File: src/rtl/risc_core_p.sv
// Accumulator-based 8-phase micro-sequenced core.
// Host access to the unified memory is allowed only while halted.
module risc_core_p #(
  parameter int AWIDTH = 5,
  parameter int DWIDTH = 8,
  parameter int CNTW   = 16
) (
  input  logic              clk,
  input  logic              rst,
  input  logic              go,
  input  logic              ext_we,
  input  logic [AWIDTH-1:0] ext_addr,
  input  logic [DWIDTH-1:0] ext_wdata,
  output logic [DWIDTH-1:0] ext_rdata,
  output logic              halt,
  output logic [AWIDTH-1:0] pc,
  output logic [DWIDTH-1:0] acc,
  output logic [2:0]        phase,
  output logic [CNTW-1:0]   instr_cnt
);

  typedef enum logic {
    S_HALT,
    S_RUN
  } state_t;

  localparam logic [2:0] OP_HLT = 3'd0;
  localparam logic [2:0] OP_SKZ = 3'd1;
  localparam logic [2:0] OP_ADD = 3'd2;
  localparam logic [2:0] OP_AND = 3'd3;
  localparam logic [2:0] OP_XOR = 3'd4;
  localparam logic [2:0] OP_LDA = 3'd5;
  localparam logic [2:0] OP_STO = 3'd6;
  localparam logic [2:0] OP_JMP = 3'd7;

  state_t              state;
  logic [DWIDTH-1:0]   mem [2**AWIDTH];
  logic [DWIDTH-1:0]   ir;
  logic [2:0]          op;
  logic [AWIDTH-1:0]   opa;
  logic [DWIDTH-1:0]   opd;
  logic                running;
  logic                unused_ir;

  assign op        = ir[DWIDTH-1 -: 3];
  assign opa       = ir[AWIDTH-1:0];
  assign opd       = mem[opa];
  assign unused_ir = ^ir;
  assign running   = (state == S_RUN);
  assign halt      = (state == S_HALT);
  assign ext_rdata = running ? '0 : mem[ext_addr];

  function automatic logic [CNTW-1:0] sat_inc(input logic [CNTW-1:0] v);
    return (&v) ? v : v + CNTW'(1);
  endfunction

  always_ff @(posedge clk) begin
    if (rst) begin
      state     <= S_HALT;
      pc        <= '0;
      acc       <= '0;
      phase     <= '0;
      ir        <= '0;
      instr_cnt <= '0;
    end else if (!running) begin
      phase <= '0;
      if (go) state <= S_RUN;
    end else begin
      phase <= phase + 3'd1;
      case (phase)
        3'd3: ir <= mem[pc];
        3'd4: begin
          pc <= pc + AWIDTH'(1);
          // HLT retires here; the remaining phases never run
          if (op == OP_HLT) begin
            state     <= S_HALT;
            phase     <= '0;
            instr_cnt <= sat_inc(instr_cnt);
          end
        end
        3'd6: if (op == OP_SKZ && acc == '0) pc <= pc + AWIDTH'(1);
        3'd7: begin
          instr_cnt <= sat_inc(instr_cnt);
          unique case (1'b1)
            op == OP_ADD: acc <= acc + opd;
            op == OP_AND: acc <= acc & opd;
            op == OP_XOR: acc <= acc ^ opd;
            op == OP_LDA: acc <= opd;
            op == OP_JMP: pc  <= opa;
            default: ;
          endcase
        end
        default: ;
      endcase
    end
  end

  always_ff @(posedge clk) begin
    if (!rst) begin
      if (!running && ext_we)
        mem[ext_addr] <= ext_wdata;
      else if (running && phase == 3'd7 && op == OP_STO)
        mem[opa] <= acc;
    end
  end

endmodule

File: config.mk
export PLATFORM = sky130hd
export DESIGN_NAME = risc_core_p
export DESIGN_NICKNAME = d
export VERILOG_FILES = /design/src/rtl/risc_core_p.sv
export SDC_FILE = /design/constraint.sdc
export NUM_CORES = 1
export LEC_CHECK = 0
export BUFFER_PORTS_ARGS = -buffer_cell sky130_fd_sc_hd__buf_4
export CAP_MARGIN = 0
export CELL_PAD_IN_SITES_DETAIL_PLACEMENT = 0
export CELL_PAD_IN_SITES_GLOBAL_PLACEMENT = 2
export CORE_ASPECT_RATIO = 1.25
export CORE_MARGIN = 2
export CORE_UTILIZATION = 25
export DETAILED_ROUTE_END_ITERATION = 7
export PLACE_DENSITY = 0.46
export SYNTH_ARGS = -nofsm -noshare
export SYNTH_HDL_FRONTEND = slang
export SYNTH_SLANG_ARGS = --single-unit
File: constraint.sdc
create_clock -name clk -period 3.2 [get_ports clk]
set_clock_uncertainty 0.05 [all_clocks]
set_input_delay 0.64 -clock clk [delete_from_list [all_inputs] [get_ports clk]]
set_output_delay 0.64 -clock clk [all_outputs]
set_load 0.005 [all_outputs]
Word level (Yosys, flattened, before mapping)
Memories as Yosys holds them, arrays and structs flattened. A register that Yosys moved wholly into a read port is not among the register bits.
Index checks and enable logic that the tools add are counted.
{"block": "classes", "n_addsub": 4, "eq_ne": 14, "n_mux": 24, "bitwise_logic": 3, "reduce_logical": 17}
{"op": "2-to-1 mux 16 bit", "n": 2}
{"op": "one-hot mux 16 bit (2 select lines)", "n": 1}
{"op": "one-hot mux 8 bit (4 select lines)", "n": 1}
{"op": "equality test 3 bit, second input constant", "n": 7}
{"op": "adder 16 x 1 -> 16 bit, second input constant", "n": 1}
{"op": "2-to-1 mux 8 bit", "n": 2}
{"op": "AND reduction 16 bit", "n": 1}
{"op": "2-to-1 mux 5 bit", "n": 3}
{"op": "one-hot mux 5 bit (3 select lines)", "n": 1}
{"op": "2-to-1 mux 1 bit", "n": 12}
{"op": "equality test 3 x 2 -> 1 bit, second input constant", "n": 3}
{"op": "adder 8 bit", "n": 1}
{"op": "AND 8 bit", "n": 1}
{"op": "logical NOT 8 bit", "n": 1}
{"op": "OR reduction 8 bit", "n": 1}
{"op": "XOR 8 bit", "n": 1}
{"op": "2-to-1 mux 3 bit", "n": 2}
{"op": "!= test 2 bit, second input constant", "n": 3}
{"op": "AND reduction 3 bit", "n": 2}
{"op": "adder 5 x 1 -> 5 bit, second input constant", "n": 1}
{"op": "logical AND 1 bit", "n": 4}
{"op": "AND reduction 4 bit", "n": 1}
{"op": "nonzero test 4 bit", "n": 1}
{"op": "adder 3 x 1 -> 3 bit, second input constant", "n": 1}
{"op": "other kinds (8)", "n": 8}
{"block": "word_totals", "regBits": 33, "ram_bits": 256, "out_inout_bits": 41, "word_cells": 68, "memories": 1}
{"memory": "mem", "depth": 32, "width": 8, "read_ports": 3, "rd_ports_with_merged_regs": 1, "write_ports": 1, "line": "37", "source": "logic [DWIDTH-1:0] mem [2**AWIDTH];"}

Logic depth before layout (Yosys ltp)
{"block": "depth", "depth_word": 9, "ltp_mapped": 14, "mapped_depth_nobuf": 11}

Least setup slack after synthesis
OpenSTA, ideal clock, no wires.
{"block": "synth_timing", "path_kind": "reg2reg", "from": "register ir[1] (read register of mem)", "to": "register acc[6]", "setup_time_ps": 122, "arrival_time_ps": 3317, "required_ps": 3028, "path_slack_ps": -289, "path_stages_with_launch": 15, "path_buffers": 3, "period_less_slack_ps": 3489, "cell_sequence": "dfxtp_1 > buf_2 > buf_4 > buf_2 > mux4_2 > mux4_2 > mux2_2 > ha_1 > fa_1 > a211oi_1 > o21bai_1 > a21oi_1 > xnor2_1 > o21ai_0 > nand3_1"}
{"block": "synth_via", "elab_chain_cells": 3, "elab_cells_between_ends": 5}
{"item": "start, declared", "line": "38", "source": "logic [DWIDTH-1:0] ir;"}
{"item": "memory (32 x 8 bit) *"}
{"item": "adder 8 bit (tied with other cells)", "line": "85", "source": "op == OP_ADD: acc <= acc + opd;"}
{"item": "one-hot mux 8 bit (4 select lines) *", "line": "84", "source": "unique case (1'b1)"}
{"item": "end signal, assigned", "line": "85"}
{"item": "end signal, assigned", "line": "86", "source": "op == OP_AND: acc <= acc & opd;"}
{"item": "end signal, assigned", "line": "87", "source": "op == OP_XOR: acc <= acc ^ opd;"}
{"item": "end, declared", "line": "17", "source": "output logic [DWIDTH-1:0] acc,"}
Every way passes the cells marked *; elsewhere a longest branch is shown, timed or not.
A chain may end at the register's enable or synchronous reset.

Final worst setup path
{"block": "layout_timing", "from": "register ir[0] (read register of mem)", "to": "register acc[6]"}
The elaborated chain is that of the path after synthesis.

==> flow_metrics.env <==
export IMPL_grt_overflow_total=0
export IMPL_ys_types=47
export IMPL_cts_root_buf="clkbuf_16"
export IMPL_hp_class="input pin to register"
export IMPL_cp_cell_sequence="buf_12, mux4_2, mux4_2, mux2_4, ha_4, fa_2, a211oi_2, o21bai_1, a21oi_1, xnor2_1, o21ai_1, nand3_1"
export IMPL_grt_setup_unrepaired="yes"
export IMPL_layout_drive_gt1_share_pct=50.4
export IMPL_place_hpwl_mm=43.1
export IMPL_arrival_ps=3800
export IMPL_vias=10400
export IMPL_ctsHtreeMaxLevel=2
export IMPL_grt_pass1_wl_mm=85.5
export IMPL_fin_cells=2039
export IMPL_routed_via_density=5.12
export IMPL_grt_pass1_vias=11100
export IMPL_setup_violations=12
export IMPL_synth_edff_count=256
export IMPL_fin_crit_ps=3410
export IMPL_hold_viol_final=0
export IMPL_violations="negative setup slack"
export IMPL_diodes=0
export IMPL_setup_worst_path_start_class="register"
export IMPL_finalCritPeriodShare_pct=107
export IMPL_timing_critical_path_mode_cell="mux4_2"
export IMPL_layout_common_cells="256 x edfxtp_1, 240 x mux4_2, 195 x buf_4, 56 x nor2_1"
export IMPL_yosysSeqAreaShare_pct=51.9
export IMPL_worst_slew_margin_rel_pct=46.1
export IMPL_slew_violations=0
export IMPL_path_buf_inv=1
export IMPL_place_ws_ps=-356
export IMPL_ant_nets=0
export IMPL_antenna_found_initial=1
export IMPL_drv_cap=0
export IMPL_numCtsBuffers=36
export IMPL_worst_ir_drop_vdd_mv=0.264
export IMPL_die_h_microns=290
export IMPL_hold_depth=3
export IMPL_ys_async_sr_fraction_pct=0
export IMPL_cts_clk_slew_worst_paths_ps=60
export IMPL_critPathMaxStageDelay_ps=530
export IMPL_cpMaxStageDelayCell="mux4_2"
export IMPL_critical_path_top_delay_family="multiplexers"
export IMPL_crit_fanout=7
export IMPL_wl_met3_mm=2.24
export IMPL_cts_tree="yes"
export IMPL_clk_latency_ps=560
export IMPL_top_layer_used="met4"
export IMPL_dr_pass1_iters=4
export IMPL_core_sq_um=64700
export IMPL_final_common_cell="edfxtp_1"
export IMPL_fp_row_count=104
export IMPL_start_util_pct=25.3
export IMPL_hold_slack_ps=320
export IMPL_numPlacedInstances=1950
export IMPL_die_w_microns=233
export IMPL_critical_path_class="register to register"
export IMPL_ys_warnings_count=0
export IMPL_postRouteWirelength_mm=59.5
export IMPL_fin_ws_ps=-214
export IMPL_wl_met1_mm=24.4
export IMPL_nNetsFinal=1199
export IMPL_areaGrowthSynthToFinish_pct=27.5
export IMPL_cp_end_kind="register"
export IMPL_clock_path_buffers=3
export IMPL_p_leak_nw=6.80
export IMPL_place_congestion=0.782
export IMPL_io_buffers=57
export IMPL_synth_nets=990
export IMPL_fp_dieArea_sq_um=67600
export IMPL_drc=0
export IMPL_routedWlPerCell_microns=29.2
export IMPL_cp_depth=12
export IMPL_syn_mean_instance_area_sq_um=17.1
export IMPL_netlist_area_sq_um=16400
export IMPL_drt_iter0_drc=660
export IMPL_r2r_worst_path_cells=12
export IMPL_outcome="finished, violations left"
export IMPL_pin_count=58
export IMPL_syn_instance_count=957
export IMPL_clock_sinks=297
export IMPL_grt_max_degree=40
export IMPL_tightest_slew_ps=808
export IMPL_grt_use_total_pct=17.9
export IMPL_synth_main_ff_cell="edfxtp_1"
export IMPL_fmaxAchievable_mhz=293
export IMPL_wl_met2_mm=31.6
export IMPL_required_ps=3580
export IMPL_power_density_nw_per_um2=420
export IMPL_ys_ff_latch=297
layout make-up:
cell class / count / area, sq um
fill: 6260 / 43800
timing repair buffer: 244 / 2390
clock buffer: 45 / 956
clock inverter: 18 / 141
tap: 848 / 1060
multi-input combinational: 571 / 7740
sequential: 297 / 8520
inverter: 16 / 60.1
metal layers:
layer	vias to the layer above	global-route usage, %
li1	4474	-
met1	5634	22.5
met2	260	32.2
met3	63	2.56
met4	0	4.43
met5	-	0
cells by family (layout without fill, tap and decap cells):
group | after synthesis | count (layout) | synth area share, %
flip-flops | 297 | 297 | 51.9
multiplexers | 268 | 268 | 34.8
AND/OR/NAND/NOR | 186 | 186 | 5.20
buffers and inverters | 89 | 323 | 2.46
AO/OA/AOI/OAI | 79 | 79 | 3.13
XOR/XNOR | 22 | 22 | 1.18
adder cells (fa/ha/maj) | 16 | 16 | 1.27
worst reg2reg max path, stage by stage, from the launching register on:
cell and delay, ps:
dfxtp_4 430, buf_12 160, mux4_2 520, mux4_2 530, mux2_4 320, ha_4 170, fa_2 350, a211oi_2 180
o21bai_1 100, a21oi_1 190, xnor2_1 80, o21ai_1 130, nand3_1 90
cell usage after synthesis (2+ instances only):
cell type,n,area share (%)
clkbuf_1,32,0.73
inv_1,13,0.30
nand2b_1,12,0.46
edfxtp_1,256,47
mux2i_1,13,0.79
nor2b_1,3,0.11
a31oi_1,4,0.15
and3_1,6,0.23
nand2_1,37,0.85
buf_1,12,0.27
nand3_1,18,0.55
o21ai_0,19,0.58
o21ai_1,6,0.18
a21oi_1,15,0.46
dfxtp_1,41,5.0
nor3_1,10,0.31
nand4_1,10,0.38
a21o_1,2,0.092
mux4_2,240,33
clkinv_1,2,0.046
nor4_1,3,0.11
buf_6,4,0.27
and4_1,2,0.11
xnor2_1,6,0.32
a32oi_1,4,0.21
buf_2,22,0.67
a211oi_1,9,0.41
a22oi_1,10,0.46
nor2_1,78,1.8
a22o_1,2,0.11
mux2_2,15,1.0
xor2_1,16,0.86
nor3b_1,2,0.092
ha_1,15,1.1
o21bai_1,2,0.092
buf_4,3,0.14
or2_2,3,0.11
repair_timing:
item | in CTS | in global routing
endpoints found under the hold margin | 0 | 0
setup endpoints to repair | 69 | 109
buffers inserted | 12 | 11
cloned | 6 | 0
gates resized for setup | 58 | 29
hold buffers | 0 | 0
pin swaps | 12 | 7
sequential cells by signal, summed over array words and instances (netlist names):
| signal | cells |
|---|---|
| running | 1 |
| instr_cnt | 16 |
| acc | 8 |
| ir | 8 |
| mem | 256 |
| phase | 3 |
| pc | 5 |
report_power, final:
group / switching, mW / internal (mW) / total (mW)
clock: 1.71 / 2.28 / 3.99
combinational: 0.306 / 0.264 / 0.570
sequential: 0.00711 / 4.21 / 4.22
total: 2.02 / 6.75 / 8.77
worst paths after layout:
kind | start | end | slack, ps
hold / removal | go | running | 320
hold reg to reg | phase[0] | phase[0] | 490
setup / recovery | ir[0] | acc[6] | -210
setup reg to reg | ir[0] | acc[6] | -210
through the flow:
step,cell area (sq um),total power [mW],setup TNS (ps),utilization [%]
final,20900,8.77,-1060,32.3
after CTS,20800,8.91,-1710,32.1
after global routing,20900,9.05,-2590,32.3
after global placement,19100,4.82,-23810,29.6
after floorplan,16500,4.55,-13.9,-
after detailed placement,19100,4.81,-24530,29.6
No activity file was read; power rests on OpenSTA's default activity.
